`config.mk`:
```
export PLATFORM = sky130hd
export DESIGN_NAME = clock_domain_crosser
export DESIGN_NICKNAME = d
export VERILOG_FILES = /design/src/rtl/clock_domain_crosser.sv
export SDC_FILE = /design/constraint.sdc
export NUM_CORES = 1
export LEC_CHECK = 0
export BUFFER_PORTS_ARGS = -buffer_cell sky130_fd_sc_hd__buf_2
export CAP_MARGIN = 20
export CORE_MARGIN = 2
export CORE_UTILIZATION = 56
export DETAILED_ROUTE_END_ITERATION = 7
export GPL_ROUTABILITY_DRIVEN = 0
export GPL_TIMING_DRIVEN = 1
export PLACE_DENSITY = 0.76
export SYNTH_ARGS = -nofsm -noshare
export SYNTH_HDL_FRONTEND = slang
export SYNTH_SLANG_ARGS = --single-unit
```
`constraint.sdc`:
```
create_clock -name clk -period 4.8 [get_ports clk]
set_input_delay 0.96 -clock clk [delete_from_list [all_inputs] [get_ports clk]]
set_output_delay 0.96 -clock clk [all_outputs]
set_load 0.03 [all_outputs]
```
`src/rtl/clock_domain_crosser.sv`:
```
// clock_domain_crosser
//   Receives a multi-bit bus from an unrelated clock domain. Every bit goes
//   through its own flop synchronizer chain. A stability filter then forwards
//   the synchronized word only after it has stayed unchanged long enough, so
//   skewed or mid-transition samples never reach data_out.
//
// Parameters
//   DATA_WIDTH    width of data_in / data_out (>= 1)
//   SYNC_STAGES   depth of the per-bit synchronizer chain (>= 2)
//   STABLE_CYCLES consecutive unchanged synchronized cycles required (>= 1)
//
// Ports
//   clk         destination-domain clock, rising edge
//   rst         asynchronous active-high reset, clears all state
//   data_in     bus from the foreign domain (asynchronous)
//   data_out    filtered, synchronized word (registered)
//   update_stb  one-cycle pulse when data_out takes a new, different value

module clock_domain_crosser #(
  parameter int DATA_WIDTH    = 32,
  parameter int SYNC_STAGES   = 2,
  parameter int STABLE_CYCLES = 2
) (
  input  logic                  clk,
  input  logic                  rst,
  input  logic [DATA_WIDTH-1:0] data_in,
  output logic [DATA_WIDTH-1:0] data_out,
  output logic                  update_stb
);

  localparam int CNT_W = (STABLE_CYCLES + 1 > 2) ? $clog2(STABLE_CYCLES + 1) : 1;
  localparam logic [CNT_W-1:0] CNT_MAX  = CNT_W'(STABLE_CYCLES);
  localparam logic [CNT_W-1:0] CNT_LAST = CNT_W'(STABLE_CYCLES - 1);

  if (DATA_WIDTH < 1) begin : g_bad_width
    $error("clock_domain_crosser: DATA_WIDTH must be >= 1");
  end
  if (SYNC_STAGES < 2) begin : g_bad_stages
    $error("clock_domain_crosser: SYNC_STAGES must be >= 2");
  end
  if (STABLE_CYCLES < 1) begin : g_bad_stable
    $error("clock_domain_crosser: STABLE_CYCLES must be >= 1");
  end

  // Index 0 is the first (metastability-exposed) stage; the last index is
  // the synchronized word. Nothing sits between stages.
  logic [SYNC_STAGES-1:0][DATA_WIDTH-1:0] sync_q;
  logic [DATA_WIDTH-1:0]                  sync;
  logic [DATA_WIDTH-1:0]                  prev;
  logic [CNT_W-1:0]                       cnt;
  logic                                   stable;

  assign sync   = sync_q[SYNC_STAGES-1];
  assign stable = (sync == prev);

  // cnt counts how many consecutive cycles sync has matched prev, saturating
  // at STABLE_CYCLES. The output is written exactly once per stable run, on
  // the cycle the count reaches STABLE_CYCLES-1; once saturated it never
  // matches again, so a long-held word is not rewritten every cycle.
  always_ff @(posedge clk or posedge rst) begin
    if (rst) begin
      sync_q     <= '0;
      prev       <= '0;
      cnt        <= '0;
      data_out   <= '0;
      update_stb <= 1'b0;
    end else begin
      sync_q <= {sync_q[SYNC_STAGES-2:0], data_in};
      prev   <= sync;

      if (!stable) begin
        cnt <= '0;
      end else if (cnt != CNT_MAX) begin
        cnt <= cnt + CNT_W'(1);
      end

      update_stb <= 1'b0;
      if (stable && (cnt == CNT_LAST)) begin
        data_out   <= sync;
        update_stb <= (sync != data_out);
      end
    end
  end

endmodule

```
**Yosys cells after proc, flatten, opt, wreduce, memory -nomap -nowiden**

Index checks and enable logic that the tools add are counted.
Widths: inputs -> output; s select.

- Output and inout port bits: 33
- Memory bits (read-only): 0
- RAM bits: 0
- Memories kept: 0
- Latch bits: 0
- Register bits: 131

- Div/mod/pow operators: 0
- Bitwise logic cells: 0
- Equal/unequal tests: 5
- Add/sub/neg operators: 1
- Shift operators: 0
- $lt $le $gt $ge: 0
- $mul: 0
- Reductions and logical operators: 1
- Multiplexer cells: 3

Operator list:

| operator | count |
|---|---|
| $eq 32x32->1 | 1 |
| $ne 32x32->1 | 1 |
| $mux 2 | 2 |
| $add 2x1->2 const B | 1 |
| $eq 2x1->1 const B | 1 |
| $ne 2x1->1 const B | 1 |
| $ne 2x2->1 const B | 1 |
| $logic_and 1x1->1 | 1 |
| $mux 1 | 1 |

**Longest topological paths before layout**

Gate-level depths: netlist of the first run.

- Depth in word-level cells: 3
- Gate-level depth with buffers: 6
- Mapped depth without buffers: 5

**Worst setup path before layout of the first run**

Ideal clock, no wire load.

- Path type: reg2reg
- Start: register sync_q (netlist bit sync[26])
- End: register data_out[10]
- Data required time: 4675 ps
- Stages on the path, launching flop included: 7
- Library setup time: 125 ps
- Path slack: 3011 ps
- Path buffers: 1
- Arrival: 1664 ps
- Period minus slack after synthesis: 1789 ps
- Cell sequence: dfrtp_1 xnor2_1 nand4_1 nor4_2 nand3_2 buf_6 mux2_4

- Word-level cells in the longest chain between the ends: 2

RTL lines:

| item | line | source |
|---|---|---|
| from (decl) | 47 | `logic [SYNC_STAGES-1:0][DATA_WIDTH-1:0] sync_q;` |
| from (signal assigned) | 68 | `sync_q <= {sync_q[SYNC_STAGES-2:0], data_in};` |
| $eq 32x32->1 | 54 | `assign stable = (sync == prev);` |
| $logic_and 1x1->1 | 78 | `if (stable && (cnt == CNT_LAST)) begin` |
| to (signal assigned) | 79 | `data_out <= sync;` |
| to (decl) | 27 | `output logic [DATA_WIDTH-1:0] data_out,` |

No other way between the ends.
A chain may end at the register's enable or synchronous reset.

**Worst setup path after layout of the first run**

- Start: register sync_q (netlist bit sync[7])
- End: register data_out[5]

The elaborated chain is that of the path after synthesis.

==> out/qor.yml, run 1 <==
portBuffers: 66
max-vdd-ir-drop_mv: 0.3053
p_leak_uw: 0.002662
via_count: 2303
grt_setup_unrepaired: "no"
cts_sinks: 131
cell_internal_pwr_uw: 1927
die_height_um: 94.23
net-switching-power_uw: 544.9
cts_setup_buffers: 0
busiest_layer: "met2"
avgRoutedWirePerCell_um: 16.19
p_sw_share_pct: 22.05
io_pins: 67
hp-class: "reg -> reg"
drt_iter0_drc: 63
grt_overflow: 0
diodes: 0
synth_top_area_share_pct: 71.90
synth.most_common_cell: "dfrtp_1"
cts_buffer_depth: 2
clock_power_share_pct: 49.2
async_flop_share_pct: 100.0
vias_per_cell: 4.974
reg2reg_slack_ns: 2.07
stdcell_count: 463
first_global_vias: 2421
worstPathArrival_ns: 3.12
critPathCaptureType: "flop"
fp-row-count: 32
fin_skew_ns: 0.008481
syn_area_um2: 4559
cts_resized: 0
setup_viol: 0
placed_cells: 431
synthToLayoutAreaGrowth_pct: 22.39
synth-edff-count: 0
first_pass_iters: 4
die_area_um2: 8879
final.setup.worst_slack_ns: 2.067
yosysTopAreaCell: "dfrtp_1"
synth_ff_type: "dfrtp_1"
post-route-period-util_pct: 56.94
post_synth_inst_count: 263
syn_nets: 299
worst_slew_pin_slew_ns: 0.8931
outcome: "complete, no violations"
preCtsSetupSlack_ns: 2.163
maxSlewViolCount: 0
crit_type: "reg -> reg"
ys_seq_area_share_pct: 71.90
dp_hpwl_um: 4868
cts-root-buf: "clkbuf_8"
wl_um: 7494
hold_viol_final: 0
hold_buffers: 0
critPathMaxFanout: 17
path_clk_slew_ns: 0.06
drc_errors: 0
die_w_um: 94.23
synth_warnings: 0
tritoncts: "built"
start_util_pct: 58.40
use_met1_pct: 24.94
synth_area_per_cell_um2: 17.34
grt_max_degree: 79
maxCapViolations: 0
htree_levels: 4
tns_ns: 0
met3_usage_pct: 7.063
yosys-top-cells-count: "dfrtp_1 (131), xnor2_1 (64), mux2_4 (29)"
power_uw: 2471
antenna_left: 0
antenna_found_initial: 0
clk_latency_ns: 0.51
period_minus_slack_ns: 2.733
crit_required_ns: 5.19
grt_pass1_wl_um: 12190
ys_seq_elements: 131
critPathLaunchType: "flop"
synth_area_leaders: "dfrtp_1 (72%), xnor2_1 (12%), mux2_4 (9.5%), nand4_1 (2.2%), buf_6 (0.74%)"
p_seq_share_pct: 47.6
p_comb_share_pct: 3.2
coreArea_um2: 7807
use_met2_pct: 29.23
max_freq_ghz: 0.3659
relSlewSlack_pct: 40.46
p_per_area_nw_per_um2: 442.9
cts_buffers: 17
netlist-cell-type-count: 15
nets: 384
layout-drive-gt1-share_pct: 37.95
grt_usage_pct: 19.20
[per-stage QoR]
stage | hold slack (ns) | cell area [um^2] | util [%]
floorplan | 0.3312 | 4559 | -
global placement | 0.3311 | 5009 | 64.15
detailed placement | 0.3347 | 5009 | 64.15
CTS | 0.3479 | 5580 | 71.47
global route | 0.3534 | 5580 | 71.47
finish | 0.3453 | 5580 | 71.47
[flip-flops by register name (all words and copies together) (netlist names)]
name        flops
cnt             2
data_out       32
prev           32
sync           32
sync_q         32
update_stb      1
[layout make-up]
type | count | area (um^2)
flip-flops and latches | 131 | 3278
fillers | 508 | 2227
multi-input cells | 126 | 1236
clock buffers | 17 | 414.1
repair buffers | 69 | 352.8
clock inverters | 15 | 157.7
well taps | 102 | 127.6
inverters | 3 | 13.76
[power by group through the flow]
stage	combinational (uW)	sequential, uW	clock, uW
2_1_floorplan	53.4	1190	0
3_3_place_gp	79.0	1190	0
3_5_place_dp	80.1	1200	0
4_1_cts	81.9	1180	1230
5_1_grt	90.0	1180	1290
6_report	79.0	1180	1220
[cell families after synthesis]
logic type / Yosys count / synth area share (%)
compound gates: 2 / 0.2195
buf+inv: 6 / 0.9879
flops: 131 / 71.90
xor+xnor: 65 / 12.49
mux: 32 / 10.29
fa+ha+maj: 2 / 0.5488
simple gates: 25 / 3.567
[worst max-delay path, stage by stage (launching register included)]
cell and delay (ns):
dfrtp_1 0.43, xnor2_1 0.27, nand4_1 0.20, nor4_2 0.37, nand3_2 0.53, buf_4 0.46
mux2_4 0.33
[final timing paths]
path / start / end / cells past startpoint
worst max-delay path: sync[7]$_DFF_PP0_ / data_out[5]$_DFFE_PP0P_ / 6
worst max register to register: sync[7]$_DFF_PP0_ / data_out[5]$_DFFE_PP0P_ / 6
worst min register to register: sync_q[10]$_DFF_PP0_ / sync[10]$_DFF_PP0_ / 0
max in group asynchronous: rst / data_out[29]$_DFFE_PP0P_ / 3
min in group asynchronous: rst / sync[4]$_DFF_PP0_ / 2
worst min-delay path: sync_q[10]$_DFF_PP0_ / sync[10]$_DFF_PP0_ / 0
[cells in the final DEF, fill, tap and decap left out]
master,netlist,layout
xor2_1,1,1
clkinvlp_4,0,4
nand2_1,1,1
buf_2,0,66
inv_1,3,2
inv_4,0,1
clkinv_4,0,2
nor4_1,2,2
dfrtp_1,131,131
clkbuf_16,0,16
nor2_1,3,3
nand3_2,1,1
clkinv_2,0,3
bufinv_16,0,2
buf_4,0,3
inv_6,0,4
a21oi_1,2,2
nand4_1,16,16
mux2_4,29,29
nor4_2,2,2
xnor2_1,64,64
ha_1,2,2
mux2_2,3,3
clkbuf_8,0,1
[routing by layer]
layer,vias to the layer above,share of wire [%]
met5,-,0
met4,0,1.2
met3,6,5.3
met2,66,49
met1,1175,45
li1,1056,-
(Power assumes the default switching activity.)
==> inputs of run 2 (changes only) <==
--- a/config.mk
+++ b/config.mk
@@ -5,6 +5,7 @@
 export SDC_FILE = /design/constraint.sdc
 export NUM_CORES = 1
 export LEC_CHECK = 0
+export ABC_AREA = 1
 export BUFFER_PORTS_ARGS = -buffer_cell sky130_fd_sc_hd__buf_2
 export CAP_MARGIN = 20
 export CORE_MARGIN = 2
==> constraint.sdc (replaced) <==
create_clock -name clk -period 2.8 [get_ports clk]
set_input_delay 0.56 -clock clk [delete_from_list [all_inputs] [get_ports clk]]
set_output_delay 0.56 -clock clk [all_outputs]
set_load 0.03 [all_outputs]
==> run 2 against run 1 <==
Maximum frequency grew 40%. Sequential share of layout area shrank 2.7 points. Via count is 35% higher. Count of clock-buffer cells in the layout is the same. Clock skew fell by 0.0011 ns. Cell area grew 4.8%. Sequential cell count unchanged. Global-route usage grew 2.9 points. Worst hold slack got worse by 0.20 ns. Die area grew 5.1%. First-iteration DRC count grew to 3.5 times the previous value.
==> out/qor.yml, run 2 <==
startpoint: "sync[5]$_DFF_PP0_"  # was sync[7]$_DFF_PP0_
clk_latency_ns: 0.52  # was 0.51 ns
dp_hpwl_um: 5663  # was 4868 um
ys_seq_area_share_pct: 68.25  # was 71.90%
synth_warnings: 0  # unchanged
synth_top_area_share_pct: 68.25  # was 71.90%
critPathMaxStageDelay_ns: 0.45  # was 0.53 ns
syn_nets: 444  # was 299
synth-edff-count: 0  # unchanged
antenna_found_initial: 0  # unchanged
ys_seq_elements: 131  # unchanged
fin_skew_ns: 0.007382  # was 0.008481 ns
yosys-top-cells-count: "dfrtp_1 (131), nand2_1 (119), xnor2_1 (51)"  # was dfrtp_1 (131), xnor2_1 (64), mux2_4 (29)
cp_common_cell: "nand2_1"
r2r_end: "data_out[4]$_DFFE_PP0P_"  # was data_out[5]$_DFFE_PP0P_
power_uw: 4503  # was 2471 uW
wl_um: 9510  # was 7494 um
synth.most_common_cell: "dfrtp_1"  # unchanged
max-vdd-ir-drop_mv: 0.6054  # was 0.3053 mV
maxCapViolations: 0  # unchanged
final_cell_mix: "dfrtp_1 (131), nand2_1 (119), buf_2 (66), xnor2_1 (51), nand4_1 (39)"  # was dfrtp_1 (131), buf_2 (66), xnor2_1 (64), mux2_4 (29)
tns_ns: 0  # unchanged
grt_setup_unrepaired: "no"  # unchanged
crit_cells: 10  # was 6
cp_cell_sequence: "inv_1, nand2_1, nand2_1, nand2_1, nor2_1, nand2_1, nor2_8, buf_4, nand4_1, nand2_1"  # was xnor2_1, nand4_1, nor4_2, nand3_2, buf_4, mux2_4
crit_family: "simple AND/OR/NAND/NOR gates"  # unchanged
r2r-start: "sync[5]$_DFF_PP0_"  # was sync[7]$_DFF_PP0_
netlist-cell-type-count: 18  # was 15
cts_sinks: 131  # unchanged
relSlewSlack_pct: 54.37  # was 40.46%
hold_buffers: 0  # unchanged
path_clk_slew_ns: 0.06  # about the same
die_w_um: 96.62  # was 94.23 um
avgRoutedWirePerCell_um: 15.80  # was 16.19 um
portBuffers: 66  # unchanged
path_buf_inv: 2  # was 1
setup_viol: 0  # unchanged
die_height_um: 96.62  # was 94.23 um
nets: 520  # was 384
grt_max_degree: 132  # was 79
crit_type: "reg -> reg"  # unchanged
yosysTopAreaCell: "dfrtp_1"  # unchanged
placed_cells: 570  # was 431
first_pass_iters: 4  # unchanged
hold_viol_final: 0  # unchanged
start_util_pct: 58.17  # was 58.40%
period_minus_slack_ns: 1.953  # was 2.733 ns
crit_required_ns: 3.25  # was 5.19 ns
grt_usage_pct: 22.08  # was 19.20%
htree_levels: 4  # unchanged
antenna_left: 0  # unchanged
crit_path_top_delay_cell: "dfrtp_1"  # was nand3_2
r2r_cells: 10  # was 6
synth_area_per_cell_um2: 11.77  # was 17.34 um^2
grt_pass1_wl_um: 15960  # was 12190 um
vias_per_cell: 5.158  # was 4.974
diodes: 0  # unchanged
worst_slew_pin_slew_ns: 0.6844  # was 0.8931 ns
syn_area_um2: 4803  # was 4559 um^2
post-route-period-util_pct: 69.75  # was 56.94%
io_pins: 67  # unchanged
layout-drive-gt1-share_pct: 21.93  # was 37.95%
cts_buffer_depth: 2  # unchanged
fp-row-count: 33  # was 32
cts_setup_buffers: 0  # unchanged
critPathMaxFanout: 33  # was 17
crit_end: "data_out[4]$_DFFE_PP0P_"  # was data_out[5]$_DFFE_PP0P_
grt_overflow: 0  # unchanged
cts_resized: 0  # unchanged
reg2reg_slack_ns: 0.85  # was 2.07 ns
die_area_um2: 9334  # was 8879 um^2
stdcell_count: 602  # was 463
critPathLaunchType: "flop"  # unchanged
cts_buffers: 17  # unchanged
synth_area_leaders: "dfrtp_1 (68%), nand2_1 (9.3%), xnor2_1 (9.3%), nand4_1 (5.1%), inv_1 (2.0%)"  # was dfrtp_1 (72%), xnor2_1 (12%), mux2_4 (9.5%), nand4_1 (2.2%), buf_6 (0.74%)
worstPathArrival_ns: 2.40  # was 3.12 ns
via_count: 3105  # was 2303
drt_iter0_drc: 218  # was 63
tritoncts: "built"  # unchanged
synthToLayoutAreaGrowth_pct: 21.80  # was 22.39%
mostFrequentLayoutCell: "dfrtp_1"  # unchanged
cts-root-buf: "clkbuf_8"  # unchanged
hp-class: "in -> reg"  # was reg -> reg
p_leak_uw: 0.002970  # was 0.002662 uW
coreArea_um2: 8258  # was 7807 um^2
synth_ff_type: "dfrtp_1"  # unchanged
outcome: "complete, no violations"  # unchanged
async_flop_share_pct: 100.0  # unchanged
drc_errors: 0  # unchanged
p_per_area_nw_per_um2: 769.7  # was 442.9 nW/um^2
max_freq_ghz: 0.5121  # was 0.3659 GHz
maxSlewViolCount: 0  # unchanged
first_global_vias: 3277  # was 2421
critPathCaptureType: "flop"  # unchanged
post_synth_inst_count: 408  # was 263
run 2: changes by cell type after synthesis, sizes merged, moves of 4 or more:
cell	before	now
inv	3	25
nand4	16	39
nor2	3	19
mux2	32	0
buf	3	9
xnor2	64	51
clkbuf	0	4
nand2	1	121
nor4	4	0
run 2: area by class of cell:
cell class | count | area, um^2
Sequential cell | 131 | 3278
Clock inverter | 15 | 219.0
Timing Repair Buffer | 70 | 372.9
Inverter | 25 | 97.59
Clock buffer | 17 | 414.1
Multi-Input combinational cell | 239 | 1338
Fill cell | 578 | 2407
Tap cell | 105 | 131.4
run 2: routing by layer:
metal,GRT usage [%],up-vias,routed length (um)
li1,-,1448,-
met1,27.85,1530,3853
met5,0,-,0
met4,10.73,0,238
met3,6.142,21,511
met2,35.52,106,4907
run 2: logic make-up after synthesis:
kind of cell / synth area share [%]
AND/OR/NAND/NOR: 17.45
flip-flops: 68.25
XOR/XNOR: 9.664
buffers and inverters: 3.907
AO/OA/AOI/OAI: 0.2084
adder cells (fa/ha/maj): 0.5209
run 2: through the flow:
step	setup slack, ns	hold slack (ns)	utilization (%)	cell area [um^2]
final	0.8471	0.1417	70.85	5851
after global placement	0.9315	0.3318	63.18	5218
after floorplan	0.6168	0.3312	-	4807
after global routing	0.6868	0.1246	70.85	5851
after CTS	0.8310	0.1287	70.85	5851
after detailed placement	0.8935	0.3347	63.18	5218
run 2: where the power goes:
| group | internal (uW) | switching (uW) | total [uW] |
|---|---|---|---|
| sequential | 1960 | 56.7 | 2020 |
| combinational | 66.6 | 78.3 | 145 |
| clock | 1480 | 862 | 2340 |
run 2: worst min-delay path by stage:
stage          depth (start not counted)  slack [ns]                  from                   end
2_1_floorplan                          0        0.33   sync_q[0]$_DFF_PP0_     sync[0]$_DFF_PP0_
5_1_grt                                1        0.12           data_in[30]  sync_q[30]$_DFF_PP0_
4_1_cts                                1        0.13           data_in[14]  sync_q[14]$_DFF_PP0_
3_5_place_dp                           0        0.33  sync_q[25]$_DFF_PP0_    sync[25]$_DFF_PP0_
3_3_place_gp                           0        0.33  sync_q[12]$_DFF_PP0_    sync[12]$_DFF_PP0_
6_report                               1        0.14           data_in[12]  sync_q[12]$_DFF_PP0_
